<file path="src/rtl/pycmpgen_pkg.sv">
// Shared definitions for the compressor-generator result path.
// Holds the serializer FSM state type, the default frame geometry and a
// helper that sizes counters so they can hold their terminal value.
package pycmpgen_pkg;

  // Default number of result bits per frame and the settle delay.
  // The settle delay is the number of clocks the upstream shift chains
  // need to fill before dst is meaningful.
  localparam int DEF_WIDTH  = 49;
  localparam int DEF_SETTLE = 24;

  typedef enum logic [1:0] {
    S_IDLE  = 2'd0,
    S_WAIT  = 2'd1,
    S_SHIFT = 2'd2,
    S_DONE  = 2'd3
  } ser_state_e;

  // Width of a counter that must represent 0..n without wrapping.
  // Always at least one bit so a zero-length count still has a register.
  function automatic int cnt_w(input int n);
    return (n < 1) ? 1 : $clog2(n + 1);
  endfunction

endpackage

</file>
<file path="src/rtl/result_serializer.sv">
// result_serializer
// Captures a WIDTH-bit compressor result after a fixed settle delay and
// streams it out LSB first over a valid/ready serial handshake.
//
// Ports
//   clk         rising-edge clock shared with the shift_register harness
//   rst_n       synchronous active-low reset
//   start       capture/serialize request, only looked at in IDLE
//   dst         compressor result bits, sampled only at the capture edge
//   busy        high whenever the FSM is not IDLE
//   sout        current serial bit (dst[0] first)
//   sout_valid  sout holds a bit the sink may take
//   sout_ready  sink accepts sout this cycle
//   sout_last   marks bit WIDTH-1
//   done        one-cycle pulse after the last bit is accepted
//
// All outputs are registered: they are computed from next-state values
// and captured alongside the state, so nothing combinational reaches a
// port.
module result_serializer
  import pycmpgen_pkg::*;
#(
  parameter int WIDTH  = DEF_WIDTH,
  parameter int SETTLE = DEF_SETTLE
) (
  input  logic             clk,
  input  logic             rst_n,
  input  logic             start,
  input  logic [WIDTH-1:0] dst,
  output logic             busy,
  output logic             sout,
  output logic             sout_valid,
  input  logic             sout_ready,
  output logic             sout_last,
  output logic             done
);

  localparam int BW = cnt_w(WIDTH);
  localparam int SW = cnt_w(SETTLE);

  localparam logic [BW-1:0] LAST_IDX  = BW'(WIDTH - 1);
  // The settle counter counts down to zero, so it is loaded with
  // SETTLE-1: capture then lands exactly SETTLE edges after start.
  localparam logic [SW-1:0] SETTLE_LD = (SETTLE > 0) ? SW'(SETTLE - 1) : '0;

  ser_state_e       state_q, state_d;
  logic [SW-1:0]    settle_q, settle_d;
  logic [BW-1:0]    bit_q, bit_d;
  logic [WIDTH-1:0] shreg_q, shreg_d;

  logic busy_q, busy_d;
  logic sout_q, sout_d;
  logic valid_q, valid_d;
  logic last_q, last_d;
  logic done_q, done_d;

  always_comb begin
    state_d  = state_q;
    settle_d = settle_q;
    bit_d    = bit_q;
    shreg_d  = shreg_q;

    case (state_q)
      S_IDLE: begin
        if (start) begin
          if (SETTLE == 0) begin
            // No settle time: capture on the same edge start is seen.
            shreg_d = dst;
            bit_d   = '0;
            state_d = S_SHIFT;
          end else begin
            settle_d = SETTLE_LD;
            state_d  = S_WAIT;
          end
        end
      end
      S_WAIT: begin
        if (settle_q == '0) begin
          shreg_d = dst;
          bit_d   = '0;
          state_d = S_SHIFT;
        end else begin
          settle_d = settle_q - SW'(1);
        end
      end
      S_SHIFT: begin
        // Advance only on an accepted bit; a stall leaves shreg and the
        // counter alone so sout/sout_last stay put.
        if (valid_q && sout_ready) begin
          shreg_d = shreg_q >> 1;
          bit_d   = bit_q + BW'(1);
          if (bit_q == LAST_IDX) state_d = S_DONE;
        end
      end
      S_DONE: begin
        // start is deliberately not looked at here.
        state_d = S_IDLE;
      end
      default: state_d = S_IDLE;
    endcase

    busy_d  = (state_d != S_IDLE);
    valid_d = (state_d == S_SHIFT);
    sout_d  = valid_d & shreg_d[0];
    last_d  = valid_d && (bit_d == LAST_IDX);
    done_d  = (state_d == S_DONE);
  end

  always_ff @(posedge clk) begin
    if (!rst_n) begin
      state_q  <= S_IDLE;
      settle_q <= '0;
      bit_q    <= '0;
      shreg_q  <= '0;
      busy_q   <= 1'b0;
      sout_q   <= 1'b0;
      valid_q  <= 1'b0;
      last_q   <= 1'b0;
      done_q   <= 1'b0;
    end else begin
      state_q  <= state_d;
      settle_q <= settle_d;
      bit_q    <= bit_d;
      shreg_q  <= shreg_d;
      busy_q   <= busy_d;
      sout_q   <= sout_d;
      valid_q  <= valid_d;
      last_q   <= last_d;
      done_q   <= done_d;
    end
  end

  assign busy       = busy_q;
  assign sout       = sout_q;
  assign sout_valid = valid_q;
  assign sout_last  = last_q;
  assign done       = done_q;

endmodule

</file>
<file path="config.mk">
export PLATFORM = sky130hd
export DESIGN_NAME = result_serializer
export DESIGN_NICKNAME = d
export VERILOG_FILES = /design/src/rtl/pycmpgen_pkg.sv /design/src/rtl/result_serializer.sv
export SDC_FILE = /design/constraint.sdc
export NUM_CORES = 1
export LEC_CHECK = 0
export CORE_MARGIN = 2
export CORE_UTILIZATION = 52
export DETAILED_ROUTE_END_ITERATION = 6
export PLACE_DENSITY = 0.82
export SYNTH_ARGS = -nofsm -noshare
export SYNTH_HDL_FRONTEND = slang
export SYNTH_SLANG_ARGS = --single-unit
</file>
<file path="constraint.sdc">
create_clock -name clk -period 2.6 [get_ports clk]
set_clock_uncertainty 0.15 [all_clocks]
set_input_delay 0.52 -clock clk [delete_from_list [all_inputs] [get_ports clk]]
set_output_delay 0.52 -clock clk [all_outputs]
set_load 0.02 [all_outputs]
</file>
==> impl_metrics.tcl <==
set metrics [dict create \
    synth_flop_cell "dfxtp_1" \
    die_area_um2 6560 \
    crit_fanout 48 \
    drc_errors 0 \
    synth_nets 398 \
    fin_nets 442 \
    synth_cells 338 \
    end_kind "flop" \
    yosysTopAreaCell "dfxtp_1" \
    rsz0062_at_grt "false" \
    placedCellCount 446 \
    grt_pass1_wl_um 11500 \
    crit_family "buffers and inverters" \
    ys.warnings.count 0 \
    cp-start-kind "flop" \
    num_rows 28 \
    synth_top_family_by_area "compound AO/OA/AOI/OAI gates" \
    path_cells "inv_1 -> ha_1 -> and3_2 -> buf_4 -> a22oi_1 -> a2bb2oi_1 -> nor2_1" \
    htree_levels 3 \
    final_layout_size_suffix_gt1_frac 0.0724 \
    io_buffers 57 \
    grt_max_degree 61 \
    insertion_delay_ns 0.35 \
    async_reset_ff_frac 0 \
    synthTopCellsByArea "dfxtp_1, a2bb2oi_1, a22oi_1" \
    max_cap_violations 0 \
    relSlewSlack 0.634 \
    die_w_um 81.0 \
    synth_xor_area_frac 0.00852 \
    clkSinkCount 67 \
    totalWireLength_um 6720 \
    drv_slew 0 \
    ys_seq_area_frac 0.435 \
    period_minus_slack_ns 2.28 \
    clk_path_buf_depth 2 \
    finalSetupViolations 0 \
    critical_path_buf_inv_count 2 \
    dr_total_vias 2738 \
    status "finished clean" \
    fin_hold_ws_ns 0.340 \
    post_cts_buffers 0 \
    fillCellCount 519 \
    post-route-period-util 0.875 \
    finalSetupTns_ns 0 \
    cts_tree "yes" \
    grt_util_met1 0.291 \
    peakVddDrop_mv 0.394 \
    hold_class "flop to flop" \
    initial_core_util 0.530 \
    top_usage_layer "met2" \
    clock-root-buffer "clkbuf_8" \
    wire_per_inst_um 14.6 \
    critical_path_arrival_ns 2.42 \
    netlist_area_um2 3080 \
    fmax_ghz 0.439 \
    critPathMaxStageDelay_ns 0.43 \
    avgSynthCellArea_um2 9.12 \
    antenna_found_initial 0 \
    use_met2 0.364 \
    die_h_um 81.0 \
    cts_resized 0 \
    clk_pin_slew_ns 0.08 \
    critPathKind "flop to flop" \
    track_usage 0.225 \
    cp.required_ns 2.75 \
    drt_iter0_markers 199 \
    grt_pass1_vias 2569 \
    syn_to_final_growth_pct 24.9 \
    synth_mux_area_frac 0.00690 \
    numCtsBuffers 9 \
    synth_compound_area_frac 0.310 \
    diodes 0 \
    total_power_mw 2.18 \
    ys_ff_latch 67 \
    yosysTopAreaCellShare 0.435 \
    max_slew.worst_pin.slew_ns 0.541 \
    synth_adder_area_share 0.0284 \
    stdcell_count 462 \
    postCtsHoldBufs 0 \
    timing.final.hold_violations 0 \
    slowest_stage "buf_4" \
    leakagePower_nw 1.35 \
    yosys.cell_types.count 43 \
    core_um2 5820 \
    io_pins 58 \
    drtPass1Iterations 6 \
    gp_congestion 0.851 \
    grt_overflow 0 \
    yosys.area_share.simple 0.144 \
    synth_edf_count 0 \
    use_met3 0.0644 \
    viasPerCell 5.93 \
    power_density_nw_per_um2 566 \
    ant_nets 0 \
    place_hpwl_um 4210 \
]
-- layer usage --
layer	vias up	share of wire
met4	0	0.021
met1	1306	0.45
met2	80	0.48
met3	11	0.050
met5	-	0
li1	1341	-
-- report_power, final --
| part | leakage (nW) | switching [mW] | internal (mW) | total, mW |
|---|---|---|---|---|
| sequential | 0.541 | 0.0187 | 1.05 | 1.06 |
| combinational | 0.722 | 0.172 | 0.186 | 0.357 |
| clock | 0.0852 | 0.419 | 0.341 | 0.761 |
| total | 1.35 | 0.610 | 1.57 | 2.18 |
-- worst paths after layout --
kind | cells after the start | start | slack [ns] | to
hold / removal | 2 | shreg_q[30] | 0.34 | shreg_q[30]
hold reg to reg | 2 | shreg_q[30] | 0.34 | shreg_q[30]
setup reg to reg | 7 | state_q[0] | 0.32 | shreg_q[22]
setup / recovery | 7 | state_q[0] | 0.32 | shreg_q[22]
-- flip-flops by register name (all words and copies together), names as in the netlist --
register    count
shreg_q        49
bit_q           6
settle_q        5
state_q         2
busy            1
done            1
sout            1
sout_last       1
sout_valid      1
-- per-stage QoR --
step,setup WS [ns],util,area (µm²)
after global routing,0.127,0.663,3850
after CTS,0.326,0.663,3850
after floorplan,0.644,-,3080
after global placement,0.227,0.634,3690
final,0.324,0.663,3850
after detailed placement,0.187,0.634,3690
-- placed cells by master, fill, tap and decap left out, types with 4 or more instances in the layout --
master and count:
clkinv_2 4, nand2_1 10, clkdlybuf4s50_1 57, nand3_1 4, nor2_1 63, inv_1 10, a22oi_1 52, ha_1 7
dfxtp_1 67, clkbuf_8 9, a2bb2oi_1 47
-- area by class of cell --
class | instances | area [µm²] | area share
clock buffers | 9 | 124 | 0.0321
clock inverters | 7 | 43.8 | 0.0114
inverters | 12 | 45.0 | 0.0117
multi-input cells | 229 | 1550 | 0.403
flip-flops and latches | 67 | 1340 | 0.348
well taps | 75 | 93.8 | 0.0244
repair buffers | 63 | 653 | 0.169
-- worst register-to-register path: stages (launching register included) --
cell and delay [ns]:
dfxtp_1 0.33, inv_1 0.08, ha_1 0.42, and3_2 0.32
buf_4 0.43, a22oi_1 0.21, a2bb2oi_1 0.18, nor2_1 0.10
-- logic make-up (layout without fill, tap and decap cells) --
family                     count (synthesis)  in the layout
DFF                                       67             67
AOI/OAI and AO/OA                        120            120
and+or+nand+nor                           97             97
buffers and inverters                     42             91
adders and majority gates                  7              7
muxes                                      2              2
xor gates and xnor gates                   3              3
-- cell usage after synthesis (all sizes together), types with 2 or more instances --
master and number:
dfxtp 67, nor2 63, a22oi 52, a2bb2oi 47, buf 15, clkbuf 15
inv 11, nand2 10, ha 7, nand3 4, o21ai 4, a21oi 3
and3 3, nand4 3, nor3 3, o311a 3, a211oi 2, a22o 2
and2 2, nand2b 2, o21a 2, xnor2 2
No activity file was read; power rests on OpenSTA's default activity.
